**config.mk**
```make
export PLATFORM = sky130hd
export DESIGN_NAME = serial_sum_deser
export DESIGN_NICKNAME = d
export VERILOG_FILES = /design/src/rtl/serial_sum_deser.sv
export SDC_FILE = /design/constraint.sdc
export NUM_CORES = 1
export LEC_CHECK = 0
export BUFFER_PORTS_ARGS = -buffer_cell sky130_fd_sc_hd__clkbuf_2
export CAP_MARGIN = 30
export CORE_ASPECT_RATIO = 1.5
export CORE_MARGIN = 2
export CORE_UTILIZATION = 40
export CTS_CLUSTER_SIZE = 12
export DETAILED_ROUTE_END_ITERATION = 8
export GPL_TIMING_DRIVEN = 0
export SLEW_MARGIN = 20
export SYNTH_ARGS = -nofsm -noshare
export SYNTH_HDL_FRONTEND = slang
export SYNTH_SLANG_ARGS = --single-unit
```
**constraint.sdc**
```tcl
create_clock -name clk -period 2.6 [get_ports clk]
set_input_delay 0.52 -clock clk [delete_from_list [all_inputs] [get_ports clk]]
set_output_delay 0.52 -clock clk [all_outputs]
set_load 0.01 [all_outputs]
```
**src/rtl/serial_sum_deser.sv**
```systemverilog
// Serial-to-parallel collector for the four-operand serial adder sum stream.
// Assembles LSB-first frames of WIDTH+2 bits into a double-buffered valid/ready word.
module serial_sum_deser #(
   parameter int unsigned WIDTH = 8
) (
   input  logic             clk,
   input  logic             rst,
   input  logic             start,
   input  logic             sum_in,
   input  logic             out_ready,
   output logic [WIDTH+1:0] out_data,
   output logic             out_valid,
   output logic             busy,
   output logic             overrun,
   output logic             frame_err
);

   localparam int unsigned FW = WIDTH + 2;
   localparam int unsigned CW = $clog2(FW);
   localparam logic [CW-1:0] CntLast = CW'(FW - 1);
   localparam logic [CW-1:0] CntOne  = CW'(1);

   typedef enum logic {
      StIdle,
      StShift
   } state_e;

   state_e          state_q, state_d;
   logic [CW-1:0]   cnt_q, cnt_d;
   logic [FW-1:0]   sr_q, sr_d;
   logic [FW-1:0]   data_q, data_d;
   logic            valid_q, valid_d;
   logic            overrun_q, overrun_d;
   logic            frame_err_q, frame_err_d;

   logic [FW-1:0]   sr_shift;
   logic            done;
   logic            xfer;

   // New bits enter at the MSB; after FW samples bit 0 has reached position 0.
   assign sr_shift = {sum_in, sr_q[FW-1:1]};
   assign xfer     = valid_q & out_ready;

   always_comb begin
      state_d     = state_q;
      cnt_d       = cnt_q;
      sr_d        = sr_q;
      data_d      = data_q;
      valid_d     = valid_q;
      overrun_d   = 1'b0;
      frame_err_d = 1'b0;
      done        = 1'b0;

      unique case (state_q)
         StIdle: begin
            if (start) begin
               sr_d    = {sum_in, {(FW-1){1'b0}}};
               cnt_d   = CntOne;
               state_d = StShift;
            end
         end
         StShift: begin
            if (start) begin
               frame_err_d = 1'b1;
               sr_d        = {sum_in, {(FW-1){1'b0}}};
               cnt_d       = CntOne;
            end else if (cnt_q == CntLast) begin
               done    = 1'b1;
               sr_d    = sr_shift;
               cnt_d   = '0;
               state_d = StIdle;
            end else begin
               sr_d  = sr_shift;
               cnt_d = cnt_q + CntOne;
            end
         end
         default: state_d = StIdle;
      endcase

      // A completion may reuse the output slot only if it is empty or drains on this edge.
      if (done) begin
         if (!valid_q || xfer) begin
            data_d  = sr_shift;
            valid_d = 1'b1;
         end else begin
            overrun_d = 1'b1;
         end
      end else if (xfer) begin
         valid_d = 1'b0;
      end
   end

   always_ff @(posedge clk or negedge rst) begin
      if (!rst) begin
         state_q     <= StIdle;
         cnt_q       <= '0;
         sr_q        <= '0;
         data_q      <= '0;
         valid_q     <= 1'b0;
         overrun_q   <= 1'b0;
         frame_err_q <= 1'b0;
      end else begin
         state_q     <= state_d;
         cnt_q       <= cnt_d;
         sr_q        <= sr_d;
         data_q      <= data_d;
         valid_q     <= valid_d;
         overrun_q   <= overrun_d;
         frame_err_q <= frame_err_d;
      end
   end

   assign out_data  = data_q;
   assign out_valid = valid_q;
   assign busy      = (state_q == StShift);
   assign overrun   = overrun_q;
   assign frame_err = frame_err_q;

endmodule

```
==> results by group, run 1 <==
Floorplan
  – CORE AREA: between 2000 and 3000 sq um
  – # rows: 24
  – Initial Utilization: 41.40%
  – Die Width: ~48 microns
  – Die height: about 71 microns
  – I/O pin count: 19
  – Die area: 3413 sq um

Timing
  – Hold Fails Final Rpt: 0
  – Setup TNS: 0 ps
  – Slew HR: a little under three fifths
  – Clock skew: about 1.7 ps
  – Final max-slew violation count: 0
  – Tightest Pin Transition: between 600 and 700 ps
  – Max Freq: 576.8 MHz
  – RSZ-0062 raised after global routing: false
  – Setup violations, final: 0
  – WHS: approximately 270 ps
  – Fin crit share: 66.69%
  – Tmin final: ~1700 ps

Route
  – DR vias/cell: around 4.6
  – Initial DRT Pass Iterations: 2
  – Wirelength per Cell: 12.14 microns
  – Vias after detailed routing: 681
  – Antenna-violating nets left: 0
  – 1st-iter DRT viols: 11
  – Total Wirelength: roughly 1800 microns
  – Drt drc: 0

Clock network
  – CTS tree: yes
  – Root buffer cell: clkbuf_8
  – Worst-path clk slew: around 90 ps
  – Postcts setup bufs: 0
  – CTS max path bufs: 2
  – CTS Buf Count: 3
  – Post-CTS Hold Buffers: 0
  – H-tree Lvls: 1
  – Worst-Skew Late Latency: between 200 and 300 ps
  – Post-CTS resize count: 0
  – CTS sink count: 27

Critical path
  – CP required: roughly 2800 ps
  – CP delay by family, top: flip-flops
  – CP arrival: 1890 ps
  – CP Depth: 6
  – Critical Path Max Stage Delay: 440 ps
  – R2R cell count: 6
  – WP buf/inv: 2
  – Crit Path Max Fanout: 10
  – Critical path, cell by cell: inv_1, ha_1, nand3b_4, nor4b_4, buf_6, mux2_4
  – Type of the worst setup path: flop to flop
  – Slowest cell on crit path: dfrtp_1
  – Worst Setup Start Kind: flop
  – Worst Setup End Kind: flop

Synthesis
  – Synth top area share: ~57%
  – Number of enable flip-flop cells after synthesis: 0
  – Synth unique cells: 23
  – Syn Nets: 95
  – Synthesized area per cell: approximately 13 sq um
  – Post-Synthesis Cells: 88
  – Synth Register Bits: 27
  – Sequential fraction of the synthesis area: 57.20%
  – Area contributors post-synth: dfrtp_1, mux2_4, mux2i_1, nor2_1, ha_1
  – Fraction of registers with async set/reset: 100.0%
  – Synth warn: 0
  – Mapped Area: 1181 sq um
  – Ys flop type: dfrtp_1
  – Biggest area consumer among synthesized cells: dfrtp_1

Power
  – Power Density: between 500 and 600 nW/um^2
  – NetSw: 188.3 uW
  – Seq pwr share: around 60%
  – Clock share of power: 29.3%
  – Combinational share of power: 12.0%
  – P_int: approximately 600 uW
  – Switching Fraction: about a quarter
  – Max VDD drop: between 200 and 300 uV
  – Pleak: between 0.7 and 0.8 nW

GRT
  – First-pass GRT wire length: 3222 microns
  – Vias in the first global route: approximately 700
  – Largest net degree at the start of global routing: 28
  – Overall Global Routing Usage: 12.17%
  – Congestion Overflow GR: 0
  – Initial antenna violation count: 0

Status
  – Status: finished clean

Cells and area
  – Area Overhead vs Synth: 15.25%
  – N_diodes: 0
  – Final nets: between 100 and 150
  – Share of cells above drive strength 1: between 30% and 40%

Placed design
  – RePlAce Congestion: ~0.70
  – Hpwl dp: around 1200 microns
  – Buffers on Ports: 17

Worst hold path
  – Hold/Removal Path Class: input pin to async pin

Flow run
  – Max Cap Violations: 0
==> power groups by stage <==
stage / logic [mW] / registers, mW / clock network (mW)
6_report: 0.0945 / 0.463 / 0.231
5_1_grt: 0.106 / 0.468 / 0.262
4_1_cts: 0.0965 / 0.463 / 0.238
3_5_place_dp: 0.0961 / 0.471 / 0
3_3_place_gp: 0.0939 / 0.469 / 0
2_1_floorplan: 0.0559 / 0.475 / 0
==> Yosys cell counts (2+ instances only) <==
| cell | count |
|---|---|
| mux2i_1 | 8 |
| dfrtp_1 | 27 |
| nand2b_1 | 2 |
| buf_2 | 3 |
| a21oi_1 | 4 |
| nand2_1 | 6 |
| o21ai_0 | 3 |
| mux2_4 | 10 |
| nor2_1 | 10 |
| ha_1 | 2 |
==> per-layer routing <==
layer	share of wire, %	global-route usage, %
met1	46	15.80
met2	50	20.06
met5	0	0
met3	3.6	1.899
met4	1.1	5.714
==> stage by stage <==
| stage | cells | total power, mW | cell area, sq um | util, % | setup WS (ps) |
|---|---|---|---|---|---|
| 2_1_floorplan | 88 | 0.5305 | 1181 | - | 1009 |
| 3_3_place_gp | 144 | 0.5634 | 1315 | 46.10 | 907.6 |
| 3_5_place_dp | 144 | 0.5669 | 1315 | 46.10 | 872.2 |
| 4_1_cts | 148 | 0.7976 | 1361 | 47.72 | 854.9 |
| 5_1_grt | 148 | 0.8352 | 1361 | 47.72 | 752.5 |
| 6_report | 148 | 0.7885 | 1361 | 47.72 | 866.2 |
==> area by class of cell <==
type	instances	area [sq um]
repair buffers	17	85.08
flip-flops and latches	27	675.6
fillers	274	1491
inverters	2	7.507
multi-input cells	54	467.9
well taps	39	48.80
clock buffers	3	41.29
plain buffers	5	30.03
clock inverters	1	5.005
==> cells in the final DEF, fill, tap and decap left out, drive strengths merged <==
cell    netlist  final
and4b         1      1
buf           5      5
nand3b        2      2
a21oi         4      4
nand2         6      6
nand2b        2      2
mux2         11     11
a211o         1      1
ha            2      2
clkbuf        0     20
dfrtp        27     27
clkinv        0      1
inv           2      2
nor4b         1      1
a21boi        1      1
o21ai         3      3
nor2         10     10
or3           1      1
mux2i         8      8
and2          1      1
==> registers in the layout (all words and copies together) (netlist names) <==
name,cells
overrun,1
cnt_q,4
busy,1
sr_q,9
out_valid,1
out_data,10
frame_err,1
==> final timing paths <==
check,from,endpoint,slack [ps]
worst max-delay path,cnt_q[1],out_data[6],870
worst min-delay path,rst,cnt_q[3],270
worst max register to register,cnt_q[1],out_data[6],870
worst min register to register,sr_q[1],out_data[0],510
max in group asynchronous,rst,sr_q[4],1910
min in group clk,sum_in,out_data[9],500
==> logic make-up (layout without fill, tap and decap cells) <==
kind of cell | count (synthesis) | after routing | synth area share, %
compound gates | 9 | 9 | 4.449
fa+ha+maj | 2 | 2 | 2.118
buf+inv | 7 | 28 | 3.177
flops | 27 | 27 | 57.20
mux | 19 | 19 | 20.44
simple gates | 24 | 24 | 12.61
Power figures use the tool's default switching activity.
==> run 2, diff against run 1 <==
Settings changed: ABC_AREA set to 1.
Clock period 2.6 ns to 1.8 ns, I/O delays scaled along.
==> results by group, run 2 <==
Timing
  – Clock skew: 3.874 ps (+2.138 ps)
  – Hold Fails Final Rpt: 0 (unchanged)
  – Setup TNS: 0 ps (unchanged)
  – Final max-slew violation count: 0 (unchanged)
  – Setup violations, final: 0 (unchanged)
  – Slew HR: 56.46% (+0.60 points)
  – Tmin final: 1372 ps (-362.2 ps)
  – WHS: 103.3 ps (-165.2 ps)
  – Tightest Pin Transition: 653.1 ps (-9.058 ps)
  – RSZ-0062 raised after global routing: false
  – Fin crit share: 76.20% (+9.5 points)
  – Max Freq: 729.1 MHz (+26%)

Placed design
  – Buffers on Ports: 18 (+1)
  – Hpwl dp: 1482 microns (+20%)
  – RePlAce Congestion: 0.7034 (+0.49%)

Synthesis
  – Post-Synthesis Cells: 119 (+35%)
  – Synth Register Bits: 27 (unchanged)
  – Syn Nets: 126 (+33%)
  – Ys flop type: dfrtp_1
  – Biggest area consumer among synthesized cells: dfrtp_1
  – Number of enable flip-flop cells after synthesis: 0 (unchanged)
  – Most instantiated cells after synthesis: nand2_1, dfrtp_1, inv_1, nand4_1, o22ai_1
  – Synth top area share: 60.74% (+3.5 points)
  – Synth warn: 0 (unchanged)
  – Synthesized area per cell: 9.347 sq um (-30%)
  – Area contributors post-synth: dfrtp_1, nand2_1, nand4_1, inv_1, o22ai_1
  – Most instantiated library cell after synthesis: nand2_1
  – Mapped Area: 1112 sq um (-5.8%)
  – Synth unique cells: 17 (-26%)
  – Fraction of registers with async set/reset: 100.0% (unchanged)
  – Sequential fraction of the synthesis area: 60.74% (+3.5 points)

Power
  – NetSw: 294.2 uW (+56%)
  – Max VDD drop: 496.4 uV (+68%)
  – Seq pwr share: 59.0% (+0.3 points)
  – Pleak: 0.6972 nW (-6.0%)
  – Clock share of power: 29.7% (+0.4 points)
  – Switching Fraction: 25.58% (+1.7 points)
  – P_int: 856.0 uW (+43%)
  – Combinational share of power: 11.3% (-0.7 points)
  – Power Density: 889.1 nW/um^2 (+53%)

Clock network
  – Post-CTS resize count: 0 (unchanged)
  – Post-CTS Hold Buffers: 0 (unchanged)
  – H-tree Lvls: 1 (unchanged)
  – Worst-Skew Late Latency: 270 ps (about the same)
  – CTS tree: yes
  – CTS sink count: 27 (unchanged)
  – Postcts setup bufs: 0 (unchanged)
  – Root buffer cell: clkbuf_8
  – CTS Buf Count: 3 (unchanged)
  – CTS max path bufs: 2 (unchanged)
  – Worst-path clk slew: 90 ps (about the same)

Cells and area
  – Area Overhead vs Synth: 16.31%
  – N_diodes: 0 (unchanged)
  – Fillers: 283 (+3.3%)
  – Max reg flops: 10 (unchanged)
  – Most common cell after layout, fill and taps aside: nand2_1
  – Share of cells above drive strength 1: 19.15% (-19 points)
  – Final nets: 149 (+27%)
  – Most frequent cells in the layout: nand2_1, dfrtp_1, clkbuf_2, inv_1, nand4_1

GRT
  – First-pass GRT wire length: 3491 microns (+8.3%)
  – Vias in the first global route: 833 (+18%)
  – Overall Global Routing Usage: 14.94% (+2.8 points)
  – Largest net degree at the start of global routing: 28 (unchanged)
  – Congestion Overflow GR: 0 (unchanged)
  – Initial antenna violation count: 0 (unchanged)

Route
  – Initial DRT Pass Iterations: 4 (+2)
  – Vias after detailed routing: 835 (+23%)
  – Total Wirelength: 1981 microns (+10%)
  – Drt drc: 0 (unchanged)
  – DR vias/cell: 4.691 (+1.9%)
  – Antenna-violating nets left: 0 (unchanged)
  – Wirelength per Cell: 11.13 microns (-8.3%)
  – 1st-iter DRT viols: 13 (+2)

Flow run
  – Max Cap Violations: 0 (unchanged)

Floorplan
  – Die area: 3227 sq um (-5.4%)
  – I/O pin count: 19 (unchanged)
  – Initial Utilization: 42.01% (+0.61 points)
  – Die Width: 47.06 microns (-2.7%)
  – CORE AREA: 2648 sq um (-7.2%)
  – # rows: 23 (-4.2%)
  – Die height: 68.59 microns (-2.8%)

Critical path
  – WP buf/inv: 2 (unchanged)
  – Worst Setup Start Kind: flop
  – Worst Setup End Kind: flop
  – Slowest cell on crit path: dfrtp_1
  – CP required: 1960 ps (-800 ps)
  – CP most frequent cell: nand2_1
  – Critical path, cell by cell: inv_1, ha_1, nand2_1, nor2_1, nand3_1, buf_4, nand2_1, nand2_1
  – Type of the worst setup path: flop to flop
  – Critical Path Max Stage Delay: 430 ps (about the same)
  – CP delay by family, top: flip-flops
  – CP arrival: 1540 ps (-350 ps)
  – Crit Path Max Fanout: 10 (unchanged)

Worst hold path
  – Hold/Removal Path Class: input pin to async pin

Status
  – Status: finished clean
run 2: cell types whose count changed in the layout (fill, tap and decap cells not counted), moves of 3 or more:
cell,before,now
mux2i_1,8,0
a21oi_1,4,1
mux2_4,10,0
nor2_1,10,2
nand3_1,0,3
nand2_1,6,37
o22ai_1,0,7
inv_1,1,15
nand4_1,0,11
run 2: logic make-up after synthesis:
group	Yosys count	share of synthesized area (%)
AND/OR/NAND/NOR	55	21.71
flip-flops	27	60.74
buffers and inverters	21	7.873
AO/OA/AOI/OAI	13	6.636
adder cells (fa/ha/maj)	2	2.249
XOR/XNOR	1	0.7875
run 2: layout make-up:
type                    count  area, sq um  area share, %
multi-input cells          71        349.1          26.98
flip-flops and latches     27        675.6          52.22
plain buffers               4        23.77          1.838
inverters                  17        63.81          4.932
clock buffers               4        45.04          3.482
well taps                  37        46.29          3.578
repair buffers             18        90.09          6.963
run 2: per-stage QoR:
step / util [%] / worst slack [ps] / total power, mW / instance area (sq um) / instances
after floorplan: - / 597.6 / 0.7644 / 1112 / 119
after global placement: 47.16 / 483.6 / 0.8185 / 1249 / 174
after detailed placement: 47.16 / 441.4 / 0.8253 / 1249 / 174
after CTS: 48.87 / 426.2 / 1.155 / 1294 / 178
after global routing: 48.87 / 257.6 / 1.212 / 1294 / 178
final: 48.87 / 428.4 / 1.150 / 1294 / 178
run 2: path summary, 6_finish.rpt:
kind	slack [ps]	startpoint	cells after the start	to
setup reg to reg	430	cnt_q[1]	8	out_data[4]
hold / removal	100	rst	1	out_data[6]
setup / recovery	430	cnt_q[1]	8	out_data[4]
hold reg to reg	480	out_data[1]	2	out_data[1]
max in group asynchronous	1270	rst	1	out_data[7]
min in group clk	330	start	3	frame_err
run 2: power by group through the flow:
stage | Combinational (mW) | Clock, mW | Sequential [mW]
6_report | 0.130 | 0.341 | 0.679
5_1_grt | 0.157 | 0.370 | 0.685
4_1_cts | 0.134 | 0.342 | 0.679
3_5_place_dp | 0.134 | 0 | 0.691
3_3_place_gp | 0.130 | 0 | 0.689
2_1_floorplan | 0.0666 | 0 | 0.698
run 2: layer usage:
layer / up-vias / track usage, % / routed length (microns)
met5: - / 0 / 0
met4: 0 / 7.292 / 33
met3: 4 / 2.344 / 49
met2: 10 / 25.34 / 1027
met1: 389 / 17.80 / 871
li1: 432 / - / -
